### src/rtl/mux_rr_arbiter.sv
// Round-robin arbiter feeding a shared N:1 mux into one registered output stage.
// The output stage has valid/ready backpressure and sustains one beat per clock.
// Optional burst locking is enabled by defining MUX_ARB_BURST_EN, which adds the
// in_last port.
module mux_rr_arbiter #(
  parameter int unsigned N     = 4,
  parameter int unsigned W     = 8,
  parameter int unsigned SEL_W = $clog2(N)
) (
  input  logic               clk,
  input  logic               rst_n,
  input  logic [N-1:0]       in_valid,
  input  logic [N*W-1:0]     in_data,
  output logic [N-1:0]       in_ready,
  output logic               out_valid,
  output logic [W-1:0]       out_data,
  output logic [SEL_W-1:0]   out_sel,
  input  logic               out_ready
`ifdef MUX_ARB_BURST_EN
  ,
  input  logic [N-1:0]       in_last
`endif
);

  typedef enum logic {StEmpty, StFull} out_state_e;

  out_state_e       state_q, state_d;
  logic [W-1:0]     data_q, data_d;
  logic [SEL_W-1:0] sel_q, sel_d;
  logic [SEL_W-1:0] ptr_q, ptr_d;

  logic [SEL_W-1:0] win;
  logic [SEL_W-1:0] win_next;
  logic             found;
  logic             can_load;
  logic             fire;
  logic [N-1:0]     grant;
  logic [W-1:0]     win_data;

`ifdef MUX_ARB_BURST_EN
  logic             lock_q, lock_d;
  logic [SEL_W-1:0] lock_idx_q, lock_idx_d;
`endif

  // Arbitration: first valid requester at or after ptr, wrapping; a burst lock overrides.
  always_comb begin
    int unsigned idx;
    idx   = 0;
    win   = '0;
    found = 1'b0;
    for (int unsigned p = 0; p < N; p++) begin
      idx = int'(ptr_q) + p;
      if (idx >= N) idx = idx - N;
      if (!found && in_valid[idx[SEL_W-1:0]]) begin
        found = 1'b1;
        win   = idx[SEL_W-1:0];
      end
    end
`ifdef MUX_ARB_BURST_EN
    // While locked only the burst owner may be granted, even if it drops valid.
    if (lock_q) begin
      found = 1'b1;
      win   = lock_idx_q;
    end
`endif
    can_load = (state_q == StEmpty) || out_ready;
    grant    = '0;
    // rst_n gating keeps every ready low while reset is held.
    if (found && can_load && rst_n) grant[win] = 1'b1;
    fire     = |(grant & in_valid);
    win_next = (win == SEL_W'(N - 1)) ? '0 : win + 1'b1;
  end

  // Datapath mux: select the winning requester's data slice.
  always_comb begin
    win_data = '0;
    for (int unsigned i = 0; i < N; i++) begin
      if (win == SEL_W'(i)) win_data = in_data[i*W +: W];
    end
  end

  // Output stage next state, pointer advance and burst lock tracking.
  always_comb begin
    state_d = state_q;
    data_d  = data_q;
    sel_d   = sel_q;
    ptr_d   = ptr_q;
`ifdef MUX_ARB_BURST_EN
    lock_d     = lock_q;
    lock_idx_d = lock_idx_q;
`endif
    unique case (state_q)
      StEmpty: if (fire) state_d = StFull;
      StFull:  if (out_ready && !fire) state_d = StEmpty;
      default: state_d = StEmpty;
    endcase
    if (fire) begin
      data_d = win_data;
      sel_d  = win;
`ifdef MUX_ARB_BURST_EN
      if (in_last[win]) begin
        lock_d = 1'b0;
        ptr_d  = win_next;
      end else begin
        lock_d     = 1'b1;
        lock_idx_d = win;
      end
`else
      ptr_d = win_next;
`endif
    end
  end

  // State registers; async reset discards any beat held in the output stage.
  always_ff @(posedge clk or negedge rst_n) begin
    if (!rst_n) begin
      state_q <= StEmpty;
      data_q  <= '0;
      sel_q   <= '0;
      ptr_q   <= '0;
`ifdef MUX_ARB_BURST_EN
      lock_q     <= 1'b0;
      lock_idx_q <= '0;
`endif
    end else begin
      state_q <= state_d;
      data_q  <= data_d;
      sel_q   <= sel_d;
      ptr_q   <= ptr_d;
`ifdef MUX_ARB_BURST_EN
      lock_q     <= lock_d;
      lock_idx_q <= lock_idx_d;
`endif
    end
  end

  // Outputs straight from the registered stage and the grant vector.
  always_comb begin
    in_ready  = grant;
    out_valid = (state_q == StFull);
    out_data  = data_q;
    out_sel   = sel_q;
  end

endmodule

### config.mk
export PLATFORM = sky130hd
export DESIGN_NAME = mux_rr_arbiter
export DESIGN_NICKNAME = d
export VERILOG_FILES = /design/src/rtl/mux_rr_arbiter.sv
export SDC_FILE = /design/constraint.sdc
export NUM_CORES = 1
export LEC_CHECK = 0
export BUFFER_PORTS_ARGS = -buffer_cell sky130_fd_sc_hd__buf_2
export CAP_MARGIN = 20
export CELL_PAD_IN_SITES_DETAIL_PLACEMENT = 1
export CELL_PAD_IN_SITES_GLOBAL_PLACEMENT = 1
export CORE_UTILIZATION = 34
export CTS_BUF_LIST = sky130_fd_sc_hd__clkbuf_4
export DETAILED_ROUTE_END_ITERATION = 7
export GPL_ROUTABILITY_DRIVEN = 0
export GPL_TIMING_DRIVEN = 0
export PLACE_DENSITY = 0.95
export SLEW_MARGIN = 5
export SYNTH_ARGS = -nofsm -noshare
export SYNTH_HDL_FRONTEND = slang
export SYNTH_SLANG_ARGS = --single-unit
### constraint.sdc
create_clock -name clk -period 4 [get_ports clk]
set_input_delay 0.6 -clock clk [delete_from_list [all_inputs] [get_ports clk]]
set_output_delay 0.6 -clock clk [all_outputs]
set_load 0.05 [all_outputs]
Yosys cells after proc, flatten, opt, wreduce, memory -nomap -nowiden
Index checks and enable logic that the tools add are counted.
Widths: inputs -> output; s select.
{"block": "classes", "n_mux": 31, "n_addsub": 8, "bitwise": 2, "order_cmp": 10, "eq_ne": 3, "reduce_logical": 14}
{"cell": "$mux 8", "count": 4}
{"cell": "$mux 2", "count": 9}
{"cell": "$lt 2x3->1 const B", "count": 5}
{"cell": "$mux 1", "count": 11}
{"cell": "$ge 3x3->1 const B", "count": 3}
{"cell": "$bmux 1 s2", "count": 4}
{"cell": "$sub 2x1->2 const B", "count": 4}
{"cell": "$logic_and 1x1->1", "count": 7}
{"cell": "$add 2x2->3 const B", "count": 2}
{"cell": "$and 4x4->4", "count": 1}
{"cell": "$eq 2x2->1 const B", "count": 2}
{"cell": "$logic_not 1->1", "count": 4}
{"cell": "$mux 4", "count": 1}
{"cell": "$reduce_or 4->1", "count": 1}
{"cell": "$add 2x1->3 const B", "count": 1}
{"cell": "$ge 2x3->1 const B", "count": 1}
{"cell": "$add 2x1->2 const B", "count": 1}
{"cell": "$demux 1 s2", "count": 1}
{"cell": "$eq 2x1->1 const B", "count": 1}
{"cell": "$ge 2x1->1 const B", "count": 1}
{"cell": "$logic_not 2->1", "count": 1}
{"cell": "$pmux 1 s2", "count": 1}
{"cell": "$logic_or 1x1->1", "count": 1}
{"cell": "$not 1->1", "count": 1}
{"block": "word_totals", "reg_bits": 13, "out_inout_bits": 15, "wordCells": 72, "inputBits": 39}

Depth between registers and ports, before layout
{"block": "depth", "word_depth": 25, "mapped_depth": 11, "ltp_nobuf": 9}

Worst setup path before layout
No wires, ideal clock.
{"block": "synth_path", "path_type": "input -> output", "startpoint": "in in_valid[3]", "endpoint": "out in_ready[2]", "arrival_time_ps": 2187, "cell_stages": 8, "setup_slack_ps": 1213, "t_required_ps": 3400, "path_buffers": 2, "path_cell_list": "nand3b_1 > o21ai_0 > a221o_2 > inv_1 > ha_1 > buf_6 > clkbuf_1 > and2_1"}
{"block": "synth_via", "elab_chain_cells": 17, "elab_cells_between_ends": 30, "cone_classes": "order compare: 2; mux: 19; reduce/logical: 9"}
{"item": "start: declaration", "line": "12", "text": "input logic [N-1:0] in_valid,"}
{"item": "$bmux 1 s2", "line": "54", "text": "if (!found && in_valid[idx[SEL_W-1:0]]) begin"}
{"item": "$mux 1 (implied by the code)", "line": "54"}
{"item": "$mux 1", "line": "54"}
{"item": "$logic_not 1->1", "line": "54"}
{"item": "$logic_and 1x1->1", "line": "54"}
{"item": "$mux 1", "line": "54"}
{"item": "$logic_not 1->1", "line": "54"}
{"item": "$logic_and 1x1->1", "line": "54"}
{"item": "(+2 left out)"}
{"item": "$logic_and 1x1->1", "line": "54"}
{"item": "$mux 2 (*)", "line": "54"}
{"item": "named net win[1]", "line": "32", "text": "logic [SEL_W-1:0] win;"}
{"item": "$lt 2x3->1 (implied by the code) or $ge 2x1->1 (tied branches)", "line": "69", "text": "if (found && can_load && rst_n) grant[win] = 1'b1;"}
{"item": "$logic_and 1x1->1 (implied by the code)", "line": "69"}
{"item": "$mux 1 (implied by the code)", "line": "69"}
{"item": "$demux 1 s2 (*)", "line": "69"}
{"item": "$mux 4 (*)", "line": "69"}
{"item": "end: declaration", "line": "14", "text": "output logic [N-1:0] in_ready,"}
The timed path passes the listed nets; every way through them passes the cells marked *. The select of a mux whose other input is x is not followed.

Worst setup path after layout
{"block": "layout_path", "startpoint": "reg ptr_q[1]", "endpoint": "out in_ready[2]"}
{"block": "layout_via", "elab_chain_cells": 19, "elab_cells_between_ends": 45, "cone_classes": "add/sub: 7; order compare: 6; mux: 23; reduce/logical: 9"}
{"item": "start: declaration", "line": "30", "text": "logic [SEL_W-1:0] ptr_q, ptr_d;"}
{"item": "start signal: assignment", "line": "129", "text": "ptr_q <= ptr_d;"}
{"item": "parallel branches: the longest is 13 deep, another holds $add 2x1->3"}
{"item": "$mux 2 (*)", "line": "54"}
{"item": "named net win[1]", "line": "32"}
{"item": "$lt 2x3->1 (implied by the code) or $ge 2x1->1 (tied branches)", "line": "69"}
{"item": "$logic_and 1x1->1 (implied by the code)", "line": "69"}
{"item": "$mux 1 (implied by the code)", "line": "69"}
{"item": "$demux 1 s2 (*)", "line": "69"}
{"item": "$mux 4 (*)", "line": "69"}
Mark *: on every way through the listed nets, which the timed path passes. The select of a mux whose other input is x is not followed.

==> impl.org <==
** Die
- Placement Rows :: 19
- Area of the placeable core :: 2730 um^2
- X dimension of the die :: 55.6 um
- The die is 55.6 um tall.
- Starting density of the core :: 35.7%
- For this design the top-level I/O count stands at 54.
- Area of the die :: 3090 um^2

** Yosys
- Counting flops and latches in the post-synthesis netlist gives 13.
- Synthesized net count :: 151
- Summing the sequential cell areas from Yosys gives 33.3% of the chip area.
- Counting distinct cell types in the post-synthesis netlist gives 28.
- Avg Synthesized Cell Area :: 9.05 um^2
- Syn. warnings :: 0
- The cell count after synthesis came out at 108.
- The mapped netlist covers 977 um^2.

** Worst setup path
- The critical path is of the reg2out type.
- CP max FO :: 10
- Crit path launch type :: flop
- Critical path required time :: 3.40 ns
- Crit path arrival time :: 2.52 ns
- Endpoint kind of the worst setup timing path :: output port

** GRT
- Number of antenna violations at the first check in global routing :: 0
- Largest net degree at the start of global routing :: 16
- For this run the aggregate overflow at the end of global routing stands at 0.
- Global-route usage over all layers :: 21.0%
- First-pass GRT wire length :: 5120 um
- The number of global-route vias before repair is 1165.

** Route
- Drt first-iter violations :: 37
- The first detailed-routing pass ran for 4 iterations.
- The count of nets left with antenna violations once routing finished came out at 0.
- The detailed router placed 1030 vias in this run.
- Total DRC errors in the routed layout :: 0
- Final Routed Wirelength :: 3080 um
- Dividing the detail-routed wire length by the instance count gives 15.7 um.
- Using the TritonRoute via totals, the vias-per-cell ratio works out to 5.26.

** Clocking
- Post-CTS clock slew at the launch and capture registers of the worst setup and hold paths :: 0.08 ns
- In this run the deepest clock path goes through 2 buffers.
- Clock Tree Root :: sky130_fd_sc_hd__clkbuf_4
- Clock tree synthesis inserted a total of 3 buffers.
- The clock net in this run drives a total of 13 sinks.
- In this run, post-CTS hold repair placed 0 buffers.
- # resized after CTS :: 0
- TritonCTS built the clock tree.
- Post-CTS setup buffers :: 0
- In this run the number of H-tree levels came out at 1.
- Clk_lat worst skew :: 0.27 ns

** STA
- Fin. Hold Viols :: 0
- For this run, the top clock speed supported by timing is 321 MHz.
- For the pin with the worst max-slew slack, the measured transition is 0.416 ns.
- Final-report max-slew violation count :: 0
- Total Negative Setup Slacks :: 0 ns
- Setup repair after global routing left no endpoint under its margin.
- Measured against its own limit, the worst slew margin works out to 72.3%.
- Time the worst path needs with I/O delays and setup :: 3.12 ns
- Crit share post-route :: 78.0%
- Final setup violation count :: 0
- Clock Skew :: 0.00171 ns

** Power and ir drop
- In this run switching power makes up 52.7% of total power.
- Power Density :: 755 nW/um^2
- Clk pwr share :: 8.8%
- The share of total power dissipated in sequential elements is 23.4%.
- Portion of total power attributed to combinational logic :: 67.8%
- Cell internal power was estimated by the tool at 0.468 mW.
- VDD sags by at most 430 uV.
- Reported net switching power :: 0.522 mW
- Leakage power :: 0.714 nW

** Status
- The run finished with clean final reports.

** Finish
- The sequential cells in the finished layout cover a total of 325 um^2.
- Leading cell types in the layout, fill and taps excluded :: 53 x sky130_fd_sc_hd__buf_2, 15 x sky130_fd_sc_hd__nand2_1, 13 x sky130_fd_sc_hd__o21ai_0, 13 x sky130_fd_sc_hd__dfrtp_1, 11 x sky130_fd_sc_hd__inv_1
- Fraction of final layout cells sized beyond drive strength 1 :: 42.4%
- Total number of nets in the final design :: 209
- With fillers left out, the area of the finished cells amounts to 1310 um^2.
- Cells fill 48.0% of the core in the end.
- Fill count :: 355
- Number of antenna diodes :: 0
- Multi-input combinational cell area :: 531 um^2
- The library cell used most frequently in the layout, excluding fill and tap cells, is sky130_fd_sc_hd__buf_2.
- Synth-to-Final Area Change :: 34.2%

** Min path
- The min-delay analysis places its worst path in the category in2async.

** Place
- Post-placement cell area :: 1280 um^2
- Dpl hpwl :: 2560 um
- Input and output buffers added on the ports amount to 53.

** Job
- Max-cap violations in this run came to 0.
cell usage after synthesis, drive strengths merged:
cell type / count / share of area, %
nand2: 15 / 5.8
dfrtp: 13 / 33
o21ai: 13 / 6.7
inv: 11 / 4.2
a21oi: 9 / 4.6
a221o: 8 / 8.3
a22oi: 8 / 6.1
clkbuf: 5 / 4.0
and2: 4 / 2.6
ha: 4 / 5.1
buf: 3 / 4.2
a22o: 2 / 2.0
a21o: 1 / 0.77
and3: 1 / 0.77
mux2: 1 / 1.5
mux2i: 1 / 1.0
nand2b: 1 / 0.64
nand3b: 1 / 0.77
nor2: 1 / 0.38
nor2b: 1 / 0.64
o2111ai: 1 / 2.7
o211a: 1 / 1.0
o31ai: 1 / 0.77
or2b: 1 / 0.90
or4: 1 / 1.2
per-layer routing:
layer	global-route usage (%)	routed length [um]
met3	2.09	83
met1	23.6	1280
met5	0	0
met2	39.1	1670
met4	10.7	53
kinds of logic (layout without fill, tap and decap cells):
logic type / Yosys count / after routing / synth area share [%]
buf+inv: 19 / 76 / 12.4
fa+ha+maj: 4 / 4 / 5.12
compound gates: 44 / 44 / 33.0
simple gates: 26 / 26 / 13.6
mux: 2 / 2 / 2.56
flops: 13 / 13 / 33.3
power groups by stage:
stage          clock network, mW  registers, mW  logic, mW
6_report                  0.0872          0.232      0.671
4_1_cts                   0.0895          0.232      0.675
2_1_floorplan                  0          0.386      0.342
3_3_place_gp                   0          0.226      0.639
5_1_grt                   0.0919          0.239      0.721
3_5_place_dp                   0          0.234      0.671
worst max-delay path, cell delays in order (launching register included):
cell and delay (ns):
sky130_fd_sc_hd__dfrtp_1 0.48, sky130_fd_sc_hd__o21ai_0 0.13, sky130_fd_sc_hd__a221o_2 0.45, sky130_fd_sc_hd__inv_1 0.10, sky130_fd_sc_hd__ha_1 0.16, sky130_fd_sc_hd__buf_6 0.13, sky130_fd_sc_hd__clkbuf_1 0.35, sky130_fd_sc_hd__and2_1 0.20
sky130_fd_sc_hd__buf_2 0.26
area by class of cell:
cell class                 instances  share of cell area (%)
tap                               31                    2.96
clock buffer                       4                    2.29
buffer                             8                    6.11
timing repair buffer              53                    20.2
multi-input combinational         76                    40.5
sequential                        13                    24.8
inverter                          11                    3.15
state kept, by name, summed over array words and instances, names as in the netlist:
signal	count
out_data	8
out_valid	1
out_sel	2
ptr_q	2
worst paths after layout:
path | start | slack [ns] | cells after the start | endpoint
hold reg to reg | out_sel[0] | 0.50 | 2 | out_sel[0]
setup reg to reg | ptr_q[1] | 1.51 | 8 | out_data[6]
hold / removal | rst_n | 0.22 | 1 | out_data[5]
min in group clk | out_sel[0] | 0.50 | 2 | out_sel[0]
max in group asynchronous | rst_n | 3.53 | 1 | ptr_q[0]
setup / recovery | ptr_q[1] | 0.88 | 8 | in_ready[2]
stage by stage:
stage	hold slack, ns	total power [mW]	instances	setup WS, ns
after floorplan	0.304	0.728	108	1.21
after global placement	0.457	0.864	192	0.960
after detailed placement	0.477	0.905	192	0.873
after CTS	0.223	0.996	196	0.861
after global routing	0.235	1.05	196	0.749
final	0.219	0.990	196	0.880
Power figures use the tool's default switching activity.
